## src/rtl/ber_pkg.sv

```systemverilog
// Shared state encoding, counter widths and window-length lookup for the BER test controller.
package ber_pkg;

  localparam int unsigned SymCntW = 21;
  localparam int unsigned ErrCntW = 22;
  localparam logic [ErrCntW-1:0] ErrCntMax = {ErrCntW{1'b1}};

  typedef enum logic [2:0] {
    StIdle    = 3'd0,
    StLoad    = 3'd1,
    StSettle  = 3'd2,
    StSync    = 3'd3,
    StMeasure = 3'd4,
    StDone    = 3'd5,
    StFail    = 3'd6
  } ber_state_e;

  // Window length is 2^(14 + 2*sel) symbols.
  function automatic logic [SymCntW-1:0] win_len(input logic [1:0] sel);
    logic [SymCntW-1:0] len;
    unique case (sel)
      2'd0:    len = 21'h004000;
      2'd1:    len = 21'h010000;
      2'd2:    len = 21'h040000;
      default: len = 21'h100000;
    endcase
    return len;
  endfunction

endpackage

```

## src/rtl/ber_test_controller_if.sv

```systemverilog
// Control/status bundle between a BER test master and the controller.
interface ber_test_controller_if;
  import ber_pkg::*;

  logic               sam_clk_en;
  logic               sym_clk_en;
  logic               start;
  logic               abort;
  logic               continuous;
  logic [1:0]         window_sel;
  logic [8:0]         sync_thresh;
  logic               err_in;
  logic               lfsr_load;
  logic [ErrCntW-1:0] ber_errors;
  logic [SymCntW-1:0] ber_symbols;
  logic               result_valid;
  logic               busy;
  logic               sync_fail;
  logic [2:0]         state;

  modport master (
    output sam_clk_en, sym_clk_en, start, abort, continuous, window_sel, sync_thresh, err_in,
    input  lfsr_load, ber_errors, ber_symbols, result_valid, busy, sync_fail, state
  );

  modport slave (
    input  sam_clk_en, sym_clk_en, start, abort, continuous, window_sel, sync_thresh, err_in,
    output lfsr_load, ber_errors, ber_symbols, result_valid, busy, sync_fail, state
  );

endinterface

```

## src/rtl/ber_window_counter.sv

```systemverilog
// Symbol counter with programmable terminal count plus saturating error counter.
module ber_window_counter
  import ber_pkg::*;
(
  input  logic               clk_i,
  input  logic               rst_ni,
  input  logic               clr_i,
  input  logic               sym_en_i,
  input  logic               err_en_i,
  input  logic [SymCntW-1:0] term_cnt_i,
  output logic [ErrCntW-1:0] err_nxt_o,
  output logic               last_o
);

  logic [SymCntW-1:0] sym_cnt_q, sym_cnt_d;
  logic [ErrCntW-1:0] err_cnt_q, err_cnt_d;

  always_comb begin
    // err_nxt_o includes an error arriving with the final symbol.
    err_nxt_o = err_cnt_q;
    if (err_en_i && (err_cnt_q != ErrCntMax)) begin
      err_nxt_o = err_cnt_q + ErrCntW'(1);
    end
    last_o    = sym_en_i && (sym_cnt_q == (term_cnt_i - SymCntW'(1)));
    sym_cnt_d = sym_en_i ? (sym_cnt_q + SymCntW'(1)) : sym_cnt_q;
    err_cnt_d = err_nxt_o;
    if (clr_i) begin
      sym_cnt_d = '0;
      err_cnt_d = '0;
    end
  end

  always_ff @(posedge clk_i or negedge rst_ni) begin
    if (!rst_ni) begin
      sym_cnt_q <= '0;
      err_cnt_q <= '0;
    end else begin
      sym_cnt_q <= sym_cnt_d;
      err_cnt_q <= err_cnt_d;
    end
  end

endmodule

```

## src/rtl/ber_test_controller.sv

```systemverilog
// BER test sequencer: LFSR load, settle, sync check with retries, then windowed error counting.
module ber_test_controller
  import ber_pkg::*;
#(
  parameter int unsigned LFSR_LEN    = 22,
  parameter int unsigned SETTLE_SYMS = 32,
  parameter int unsigned SYNC_SYMS   = 256,
  parameter int unsigned MAX_RETRY   = 3
) (
  input logic                  sys_clk,
  input logic                  reset,
  ber_test_controller_if.slave bus_io
);

  ber_state_e         state_q, state_d;
  logic [SymCntW-1:0] win_len_q, win_len_d;
  logic [7:0]         retry_q, retry_d;
  logic               sync_fail_q, sync_fail_d;
  logic [ErrCntW-1:0] ber_errors_q, ber_errors_d;
  logic [SymCntW-1:0] ber_symbols_q, ber_symbols_d;
  logic               lfsr_load_q, result_valid_q, busy_q;

  logic               cnt_clr, cnt_sym_en, cnt_err_en, cnt_last;
  logic [SymCntW-1:0] cnt_term;
  logic [ErrCntW-1:0] cnt_err_nxt;
  logic               qual_err;

  assign qual_err = bus_io.sam_clk_en & bus_io.err_in;

  ber_window_counter u_win_cnt (
    .clk_i      (sys_clk),
    .rst_ni     (reset),
    .clr_i      (cnt_clr),
    .sym_en_i   (cnt_sym_en),
    .err_en_i   (cnt_err_en),
    .term_cnt_i (cnt_term),
    .err_nxt_o  (cnt_err_nxt),
    .last_o     (cnt_last)
  );

  always_comb begin
    state_d       = state_q;
    win_len_d     = win_len_q;
    retry_d       = retry_q;
    sync_fail_d   = sync_fail_q;
    ber_errors_d  = ber_errors_q;
    ber_symbols_d = ber_symbols_q;
    cnt_clr       = 1'b0;
    cnt_sym_en    = 1'b0;
    cnt_err_en    = 1'b0;
    cnt_term      = win_len_q;

    unique case (state_q)
      StIdle: begin
        cnt_clr = 1'b1;
        if (bus_io.start) begin
          state_d     = StLoad;
          win_len_d   = win_len(bus_io.window_sel);
          retry_d     = '0;
          sync_fail_d = 1'b0;
        end
      end
      StLoad: begin
        // The counter tracks sample strobes while the checker LFSR fills.
        cnt_sym_en = bus_io.sam_clk_en;
        cnt_term   = SymCntW'(LFSR_LEN);
        if (cnt_last) begin
          state_d = StSettle;
          cnt_clr = 1'b1;
        end
      end
      StSettle: begin
        cnt_sym_en = bus_io.sym_clk_en;
        cnt_term   = SymCntW'(SETTLE_SYMS);
        if (cnt_last) begin
          state_d = StSync;
          cnt_clr = 1'b1;
        end
      end
      StSync: begin
        cnt_sym_en = bus_io.sym_clk_en;
        cnt_err_en = qual_err;
        cnt_term   = SymCntW'(SYNC_SYMS);
        if (cnt_last) begin
          cnt_clr = 1'b1;
          if (cnt_err_nxt <= ErrCntW'(bus_io.sync_thresh)) begin
            state_d = StMeasure;
          end else begin
            retry_d = retry_q + 8'd1;
            state_d = (retry_d == 8'(MAX_RETRY)) ? StFail : StLoad;
          end
        end
      end
      StMeasure: begin
        cnt_sym_en = bus_io.sym_clk_en;
        cnt_err_en = qual_err;
        if (cnt_last) begin
          state_d       = StDone;
          cnt_clr       = 1'b1;
          ber_errors_d  = cnt_err_nxt;
          ber_symbols_d = win_len_q;
        end
      end
      StDone: begin
        // Counters were cleared on entry; strobes here belong to the next window.
        if (bus_io.continuous) begin
          state_d    = StMeasure;
          cnt_sym_en = bus_io.sym_clk_en;
          cnt_err_en = qual_err;
        end else begin
          state_d = StIdle;
          cnt_clr = 1'b1;
        end
      end
      StFail: begin
        state_d = StIdle;
        cnt_clr = 1'b1;
      end
      default: begin
        state_d = StIdle;
        cnt_clr = 1'b1;
      end
    endcase

    if (state_d == StFail) begin
      sync_fail_d = 1'b1;
    end

    if (bus_io.abort) begin
      state_d       = StIdle;
      cnt_clr       = 1'b1;
      retry_d       = '0;
      win_len_d     = win_len_q;
      sync_fail_d   = sync_fail_q;
      ber_errors_d  = ber_errors_q;
      ber_symbols_d = ber_symbols_q;
    end
  end

  always_ff @(posedge sys_clk or negedge reset) begin
    if (!reset) begin
      state_q        <= StIdle;
      win_len_q      <= '0;
      retry_q        <= '0;
      sync_fail_q    <= 1'b0;
      ber_errors_q   <= '0;
      ber_symbols_q  <= '0;
      lfsr_load_q    <= 1'b0;
      result_valid_q <= 1'b0;
      busy_q         <= 1'b0;
    end else begin
      state_q        <= state_d;
      win_len_q      <= win_len_d;
      retry_q        <= retry_d;
      sync_fail_q    <= sync_fail_d;
      ber_errors_q   <= ber_errors_d;
      ber_symbols_q  <= ber_symbols_d;
      lfsr_load_q    <= (state_d == StLoad);
      result_valid_q <= (state_d == StDone);
      busy_q         <= (state_d != StIdle) && (state_d != StFail);
    end
  end

  assign bus_io.lfsr_load    = lfsr_load_q;
  assign bus_io.result_valid = result_valid_q;
  assign bus_io.busy         = busy_q;
  assign bus_io.sync_fail    = sync_fail_q;
  assign bus_io.ber_errors   = ber_errors_q;
  assign bus_io.ber_symbols  = ber_symbols_q;
  assign bus_io.state        = state_q;

endmodule

```

## src/flat_wrapper.sv

```systemverilog
// flat-port wrapper written by rule: the top's interface ports become plain ports
module ber_test_controller_flat import ber_pkg::*;
#(
  parameter int unsigned LFSR_LEN    = 22,
  parameter int unsigned SETTLE_SYMS = 32,
  parameter int unsigned SYNC_SYMS   = 256,
  parameter int unsigned MAX_RETRY   = 3
)
  (sys_clk, reset, bus_io_sam_clk_en, bus_io_sym_clk_en, bus_io_start, bus_io_abort, bus_io_continuous, bus_io_window_sel, bus_io_sync_thresh, bus_io_err_in, bus_io_lfsr_load, bus_io_ber_errors, bus_io_ber_symbols, bus_io_result_valid, bus_io_busy, bus_io_sync_fail, bus_io_state);
  ber_test_controller_if bus_io_i ();
  input logic sys_clk;
  input logic reset;
  input wire logic [$bits(bus_io_i.sam_clk_en)-1:0] bus_io_sam_clk_en;
  input wire logic [$bits(bus_io_i.sym_clk_en)-1:0] bus_io_sym_clk_en;
  input wire logic [$bits(bus_io_i.start)-1:0] bus_io_start;
  input wire logic [$bits(bus_io_i.abort)-1:0] bus_io_abort;
  input wire logic [$bits(bus_io_i.continuous)-1:0] bus_io_continuous;
  input wire logic [$bits(bus_io_i.window_sel)-1:0] bus_io_window_sel;
  input wire logic [$bits(bus_io_i.sync_thresh)-1:0] bus_io_sync_thresh;
  input wire logic [$bits(bus_io_i.err_in)-1:0] bus_io_err_in;
  output wire logic [$bits(bus_io_i.lfsr_load)-1:0] bus_io_lfsr_load;
  output wire logic [$bits(bus_io_i.ber_errors)-1:0] bus_io_ber_errors;
  output wire logic [$bits(bus_io_i.ber_symbols)-1:0] bus_io_ber_symbols;
  output wire logic [$bits(bus_io_i.result_valid)-1:0] bus_io_result_valid;
  output wire logic [$bits(bus_io_i.busy)-1:0] bus_io_busy;
  output wire logic [$bits(bus_io_i.sync_fail)-1:0] bus_io_sync_fail;
  output wire logic [$bits(bus_io_i.state)-1:0] bus_io_state;
  assign bus_io_i.sam_clk_en = bus_io_sam_clk_en;
  assign bus_io_i.sym_clk_en = bus_io_sym_clk_en;
  assign bus_io_i.start = bus_io_start;
  assign bus_io_i.abort = bus_io_abort;
  assign bus_io_i.continuous = bus_io_continuous;
  assign bus_io_i.window_sel = bus_io_window_sel;
  assign bus_io_i.sync_thresh = bus_io_sync_thresh;
  assign bus_io_i.err_in = bus_io_err_in;
  assign bus_io_lfsr_load = bus_io_i.lfsr_load;
  assign bus_io_ber_errors = bus_io_i.ber_errors;
  assign bus_io_ber_symbols = bus_io_i.ber_symbols;
  assign bus_io_result_valid = bus_io_i.result_valid;
  assign bus_io_busy = bus_io_i.busy;
  assign bus_io_sync_fail = bus_io_i.sync_fail;
  assign bus_io_state = bus_io_i.state;
  ber_test_controller #(.LFSR_LEN(LFSR_LEN), .SETTLE_SYMS(SETTLE_SYMS), .SYNC_SYMS(SYNC_SYMS), .MAX_RETRY(MAX_RETRY)) u_core (.sys_clk(sys_clk), .reset(reset), .bus_io(bus_io_i));
endmodule
```

## config.mk

```make
export PLATFORM = sky130hd
export DESIGN_NAME = ber_test_controller_flat
export DESIGN_NICKNAME = d
export VERILOG_FILES = /design/src/rtl/ber_pkg.sv /design/src/rtl/ber_test_controller_if.sv /design/src/rtl/ber_window_counter.sv /design/src/rtl/ber_test_controller.sv /design/src/flat_wrapper.sv
export SDC_FILE = /design/constraint.sdc
export NUM_CORES = 1
export LEC_CHECK = 0
export ABC_AREA = 1
export CORE_MARGIN = 5
export CORE_UTILIZATION = 25
export CTS_CLUSTER_SIZE = 24
export DETAILED_ROUTE_END_ITERATION = 12
export DONT_BUFFER_PORTS = 1
export PLACE_DENSITY_LB_ADDON = 0.2
export SLEW_MARGIN = 20
export SYNTH_ARGS = -nofsm -noshare
export SYNTH_HDL_FRONTEND = slang
export SYNTH_SLANG_ARGS = --single-unit
```

## constraint.sdc

```tcl
create_clock -name sys_clk -period 3.5 [get_ports sys_clk]
set_clock_uncertainty 0.05 [all_clocks]
set_input_delay 0.7 -clock sys_clk [delete_from_list [all_inputs] [get_ports sys_clk]]
set_output_delay 0.7 -clock sys_clk [all_outputs]
set_load 0.005 [all_outputs]
```

# After elaboration in Yosys (flattened, before gate mapping)
# Cells that the tools add are included.
dict set report word_totals {
  regBits 122
  latchBits 0
  mem_bits_rw 0
  rom_bits 0
  input_bits 19
  output_inout_bits 50
  elab_cells 84
  n_memories 0
}
dict set report classes {
  add_sub_neg 4
  multipliers 0
  div 0
  n_lt_le_gt_ge 1
  eq_ne 17
  n_shift 0
  muxes 32
  n_bitwise 2
  n_reduce_logical 17
}
# op count
set ops {}
lappend ops {{case mux 21 bit (3 select lines)} 2}
lappend ops {{2-to-1 mux 22 bit} 2}
lappend ops {{2-to-1 mux 21 bit} 2}
lappend ops {{2-to-1 mux 8 bit} 4}
lappend ops {{2-to-1 mux 3 bit} 9}
lappend ops {{adder 22 x 1 -> 22 bit (second input constant)} 1}
lappend ops {{<= comparator 22 x 9 -> 1 bit} 1}
lappend ops {{!= test 22 bit (second input constant)} 1}
lappend ops {{adder 21 x 1 -> 21 bit (second input constant)} 1}
lappend ops {{equality test 21 bit} 1}
lappend ops {{subtractor 21 x 1 -> 21 bit (second input constant)} 1}
lappend ops {{case mux 3 bit (6 select lines)} 1}
lappend ops {{case mux 8 bit (2 select lines)} 1}
lappend ops {{equality test 3 bit (second input constant)} 4}
lappend ops {{!= test 3 bit (second input constant)} 3}
lappend ops {{AND reduction 3 bit} 3}
lappend ops {{adder 8 x 1 -> 8 bit (second input constant)} 1}
lappend ops {{equality test 8 x 2 -> 1 bit (second input constant)} 1}
lappend ops {{2-to-1 mux 1 bit} 8}
lappend ops {{equality test 3 x 1 -> 1 bit (second input constant)} 2}
lappend ops {{equality test 3 x 2 -> 1 bit (second input constant)} 2}
lappend ops {{nonzero test 2 bit} 3}
lappend ops {{nonzero test 3 bit} 2}
lappend ops {{case mux 1 bit (2 select lines)} 2}
lappend ops {{other kinds (13)} 15}

# Depth between registers and ports, before layout
dict set report logic_depth {
  word_depth 12
  depth_mapped 32
  ltp_nobuf 30
}

# Modules after synthesis
# From an unflattened synthesis, not the netlist that was laid out.
dict set report hier_totals {
  hier_cells 887
  area_unflattened_um2 6137.1
}
# module n_inst cells_each area_each_um2 seq_area_each_um2
set modules_own_cells {}
lappend modules_own_cells {ber_window_counter 1 537 3530.9 1076.0}
lappend modules_own_cells {ber_test_controller 1 350 2606.2 1126.1}

# Worst setup path before layout
# Ideal clock, no wire load.
dict set report synth_timing {
  path_kind {input -> register}
  from {input port bus_io_continuous}
  to {register u_core.retry_q[6]}
  setup_ns 0.119
  t_arrival_ns 3.404
  t_required_ns 3.331
  path_slack_ns -0.073
  stages 28
  path_buffers 3
  cell_sequence {inv_1 > nand2_1 > nand2_2 > a21oi_4 > nand2_2 > buf_6 > buf_8 > nor3_1 > xor2_1 > inv_1 > ha_1 > nand2_1 > nor2_1 > nand2_1 > nand3_1 > nand2_1 > nand2_1 > a21oi_1 > nand2_1 > nand2_1 > nand2_1 > nor2_1 > nand2_2 > nand4_2 > nand3_4 > buf_6 > nand3_1 > o21ai_2}
}
dict set report synth_via {
  elab_chain_cells 7
  word_cells_on_any_way 11
  classes_between {order compare: 1; eq/ne: 2; mux: 5; reduce/logical: 3}
}
# element line
set synth_lines {}
lappend synth_lines {{start: declaration} flat_wrapper.sv:17} ;# input wire logic [$bits(bus_io_i.continuous)-1:0] bus_io_continuous;
lappend synth_lines {{2-to-1 mux 1 bit} ber_test_controller.sv:106} ;# if (bus_io.continuous) begin
lappend synth_lines {{case mux 1 bit (2 select lines)} ber_test_controller.sv:53} ;# unique case (state_q)
lappend synth_lines {{logical AND 1 bit} ber_window_counter.sv:21} ;# if (err_en_i && (err_cnt_q != ErrCntMax)) begin
lappend synth_lines {{2-to-1 mux 22 bit} ber_window_counter.sv:21}
lappend synth_lines {{net u_core.cnt_err_nxt[4]} ber_test_controller.sv:25} ;# logic [ErrCntW-1:0] cnt_err_nxt;
lappend synth_lines {{<= comparator 22 x 9 -> 1 bit} ber_test_controller.sv:86} ;# if (cnt_err_nxt <= ErrCntW'(bus_io.sync_thresh)) begin
lappend synth_lines {{!= test 3 bit (no line)} n/a}
lappend synth_lines {{AND reduction 4 bit (no line)} n/a}
lappend synth_lines {{end signal: assignment} ber_test_controller.sv:154} ;# retry_q <= retry_d;
lappend synth_lines {{end: declaration} ber_test_controller.sv:17} ;# logic [7:0] retry_q, retry_d;
# The timed path passes the listed nets, and every way through them passes these cells.
# A chain may end at the register's enable or synchronous reset.

# Worst setup path in the final report
dict set report layout_timing {
  from {register u_core.u_win_cnt.err_cnt_q[1]}
  to {register u_core.retry_q[3]}
}
dict set report layout_via {
  elab_chain_cells 6
  word_cells_on_any_way 7
  classes_between {add/sub: 1; order compare: 1; eq/ne: 2; mux: 1; reduce/logical: 2}
}
# element line
set layout_lines {}
lappend layout_lines {{start: declaration} ber_window_counter.sv:16} ;# logic [ErrCntW-1:0] err_cnt_q, err_cnt_d;
lappend layout_lines {{start signal: assignment} ber_window_counter.sv:39} ;# err_cnt_q <= err_cnt_d;
lappend layout_lines {{branches (longest 2 deep; another with adder 22 x 1 -> 22 bit)} n/a}
lappend layout_lines {{2-to-1 mux 22 bit (*)} ber_window_counter.sv:21}
lappend layout_lines {{net u_core.cnt_err_nxt[5]} ber_test_controller.sv:25}
lappend layout_lines {{<= comparator 22 x 9 -> 1 bit (*)} ber_test_controller.sv:86}
lappend layout_lines {{!= test 3 bit (no line) (*)} n/a}
lappend layout_lines {{AND reduction 4 bit (no line) (*)} n/a}
# Mark *: on every way through the listed nets, which the timed path passes.

==> flow_summary.ini <==
[critical_path]
crit_chain = buf_4 > nand2_1 > nor2_2 > nand2_1 > nor2_2 > xor2_1 > inv_1 > ha_1 > a21oi_1 > nand3_2 > nand2_1 > nand2_1 > a21oi_2 > nand2_1 > nand2_2 > nand2_2 > nor2_2 > nand2_2 > nand4_2 > nand3_4 > nand3b_1 > o21ai_2
crit_path_top_delay_cell = dfrtp_1
worstSetupPathType = flip-flop to flip-flop
start_kind = flip-flop
rrSetupSlack_ns = 0.16
setup.worst_path.end_class = flip-flop
arrival_ns = 3.54
critical_path.max_fanout = 8
r2r_start = u_core.u_win_cnt.err_cnt_q[1]
slowest_delay_ns = 0.41
crit_path_frequent_cell = nand2_1
r2r-end = u_core.retry_q[3]
r2r_cells = 22
crit_required_ns = 3.70

[final_layout]
final_common_cell = nand2_1
fin_util_pct = 30.4
multiInputGateArea_um2 = 3210
antenna_cells = 0
stdcell_count = 1204
final_cell_mix = nand2_1 (200), inv_1 (115), nor2_1 (98)
nFillCells = 2547
final-seq-area_um2 = 2200
nets = 915
syn2layout_area_growth_pct = 20.6
drive_gt1_share_pct = 17.2

[power_and_ir_drop]
p_total_mw = 2.22
p_per_area_nw_per_um2 = 315
power_leakage_nw = 3.24
vdd_ir_drop_max_uv = 193

[floorplan]
dieArea_um2 = 26600
start_util_pct = 25.2
die_height_um = 163
fp-row-count = 56
boundaryPins = 69
coreArea_um2 = 23300
die_w_um = 163

[sta]
fmax_ghz = 0.299
finalCriticalPeriod_ns = 3.34
slew-limit-headroom_pct = 57.7
worstMarginPinSlew_ns = 0.632
fin_crit_sh_pct = 95.5
final-hold-violation-count = 0
rsz0062_at_grt = yes
hold_ws_ns = 0.220
maxSlewViolCount = 0
setup-violations-final = 0

[job]
cap_violations = 0

[synthesis]
yosysUniqueCellTypes = 43
yosysWarnings = 0
synthCells = 825
ys_ff_latch = 88
seq_area_frac_synth_pct = 37.6
synth_area_um2 = 5860
synth_edf_count = 0
synthArstFlopShare_pct = 100
syn_area_per_cell_um2 = 7.11
synth_ff_type = dfrtp_1

[global_routing]
overflow = 0
busiest_layer = met2
use_met3_pct = 3.99
gr-usage-met1_pct = 17.0
grt_max_degree = 89
met2_usage_pct = 19.6
grt_pass1_vias = 4852
antenna_found_initial = 0
track_usage_pct = 12.5
grt_pass1_wl_mm = 26.2

[outcome]
outcome = complete, no violations

[placement]
place_congestion = 0.816
dp_hpwl_mm = 12.3
port_buffers = 0
dp_cells = 1175

[clock_network]
numCtsBuffers = 9
cts_tree = built
cts-root-buf = clkbuf_16
clock_path_buffers = 2
cts-htree-levels = 3
cts_sinks = 88
worst_skew_pair.late_latency_ns = 0.35
cts.clk_slew.worst_paths_ns = 0.07

[route]
drt-wirelength-per-cell_um = 14.0
viasPerCell = 4.32
drtIter0Drc = 337
drcViolationCount = 0
routed_wl_mm = 16.9
first_pass_iters = 4
drtAntennaViolNets = 0
vias = 5205

[hold_path]
min_path_type = primary input to async pin
[repair_timing]
action,in CTS,in global routing
endpoints found under the hold margin,88,0
hold buffers,1,0
endpoints found under the setup margin,6,41
pin swaps,0,17
setup buffers,0,10
cloned,1,1
resized for setup,2,40
[worst max-delay path by stage]
stage | startpoint | endpoint | slack [ns] | cells past startpoint
5_1_grt | u_core.u_win_cnt.err_cnt_q[1] | u_core.bus_io.busy | -0.14 | 24
6_report | u_core.u_win_cnt.err_cnt_q[1] | u_core.retry_q[3] | 0.16 | 22
3_5_place_dp | bus_io_continuous | u_core.retry_q[3] | -0.15 | 25
2_1_floorplan | bus_io_continuous | u_core.retry_q[6] | -0.002 | 28
3_3_place_gp | bus_io_continuous | u_core.retry_q[4] | -0.11 | 25
4_1_cts | u_core.u_win_cnt.err_cnt_q[1] | u_core.bus_io.busy | 0.03 | 29
[worst max-delay path: cells and delay by family, from the launching register on]
family / cells / cell delay, ns
compound gates: 3 / 0.37
xor+xnor: 1 / 0.19
fa+ha+maj: 1 / 0.30
buf+inv: 2 / 0.20
flops: 1 / 0.41
simple gates: 15 / 1.71
[cells in the mapped netlist, drive strengths merged (2+ instances only)]
cell type,instances,area share [%]
nor3b,3,0.38
o21ai,59,5.7
nand3b,9,1.2
xor2,29,4.5
nor4,3,0.32
clkbuf,5,0.32
nand4,21,2.5
dfrtp,88,38
ha,16,3.4
nand2,221,15
xnor2,2,0.30
a21oi,23,2.2
nor3,14,1.3
nor2,113,7.7
buf,27,3.6
inv,122,7.9
nand3,61,5.7
[per-layer routing]
layer	up-vias	share of wire, %
met5	-	0
met4	0	0.95
met3	10	5.8
met2	95	44
met1	2414	49
li1	2686	-
[cell type report]
| class | count | share of cell area [%] |
|---|---|---|
| clock buffer | 11 | 3.43 |
| timing repair buffer | 59 | 7.15 |
| tap | 319 | 5.64 |
| sequential | 88 | 31.2 |
| multi-input combinational | 599 | 45.4 |
| clock inverter | 5 | 0.566 |
| inverter | 123 | 6.60 |
[kinds of logic after synthesis]
kind of cell	share of synthesized area, %
and+or+nand+nor	34.0
buffers and inverters	11.9
DFF	37.6
AOI/OAI and AO/OA	8.39
xor gates and xnor gates	4.76
adders and majority gates	3.41
other	0.0640
[sequential cells by signal, summed over array words and instances (netlist names)]
register and flops:
u_core.bus_io.ber_symbols 4, u_core.bus_io.sync_fail 1, u_core.u_win_cnt.sym_cnt_q 21, u_core.bus_io.lfsr_load 1, u_core.bus_io.state 3, u_core.retry_q 8
u_core.bus_io.result_valid 1, u_core.win_len_q 4, u_core.u_win_cnt.err_cnt_q 22, u_core.bus_io.ber_errors 22, u_core.bus_io.busy 1
[report_power, final]
part | total [mW] | internal (mW) | switching (mW)
registers | 1.04 | 1.03 | 0.0112
clock network | 0.953 | 0.506 | 0.447
logic | 0.234 | 0.0703 | 0.164
[metrics by stage]
step	setup slack [ns]	cell area (µm²)	setup TNS (ns)
finish	0.156	7070	0
global route	-0.135	7070	-1.29
CTS	0.0325	6810	0
detailed placement	-0.152	6470	-1.53
global placement	-0.108	6470	-1.08
floorplan	-0.00216	5940	-0.00432
Power figures use the tool's default switching activity.
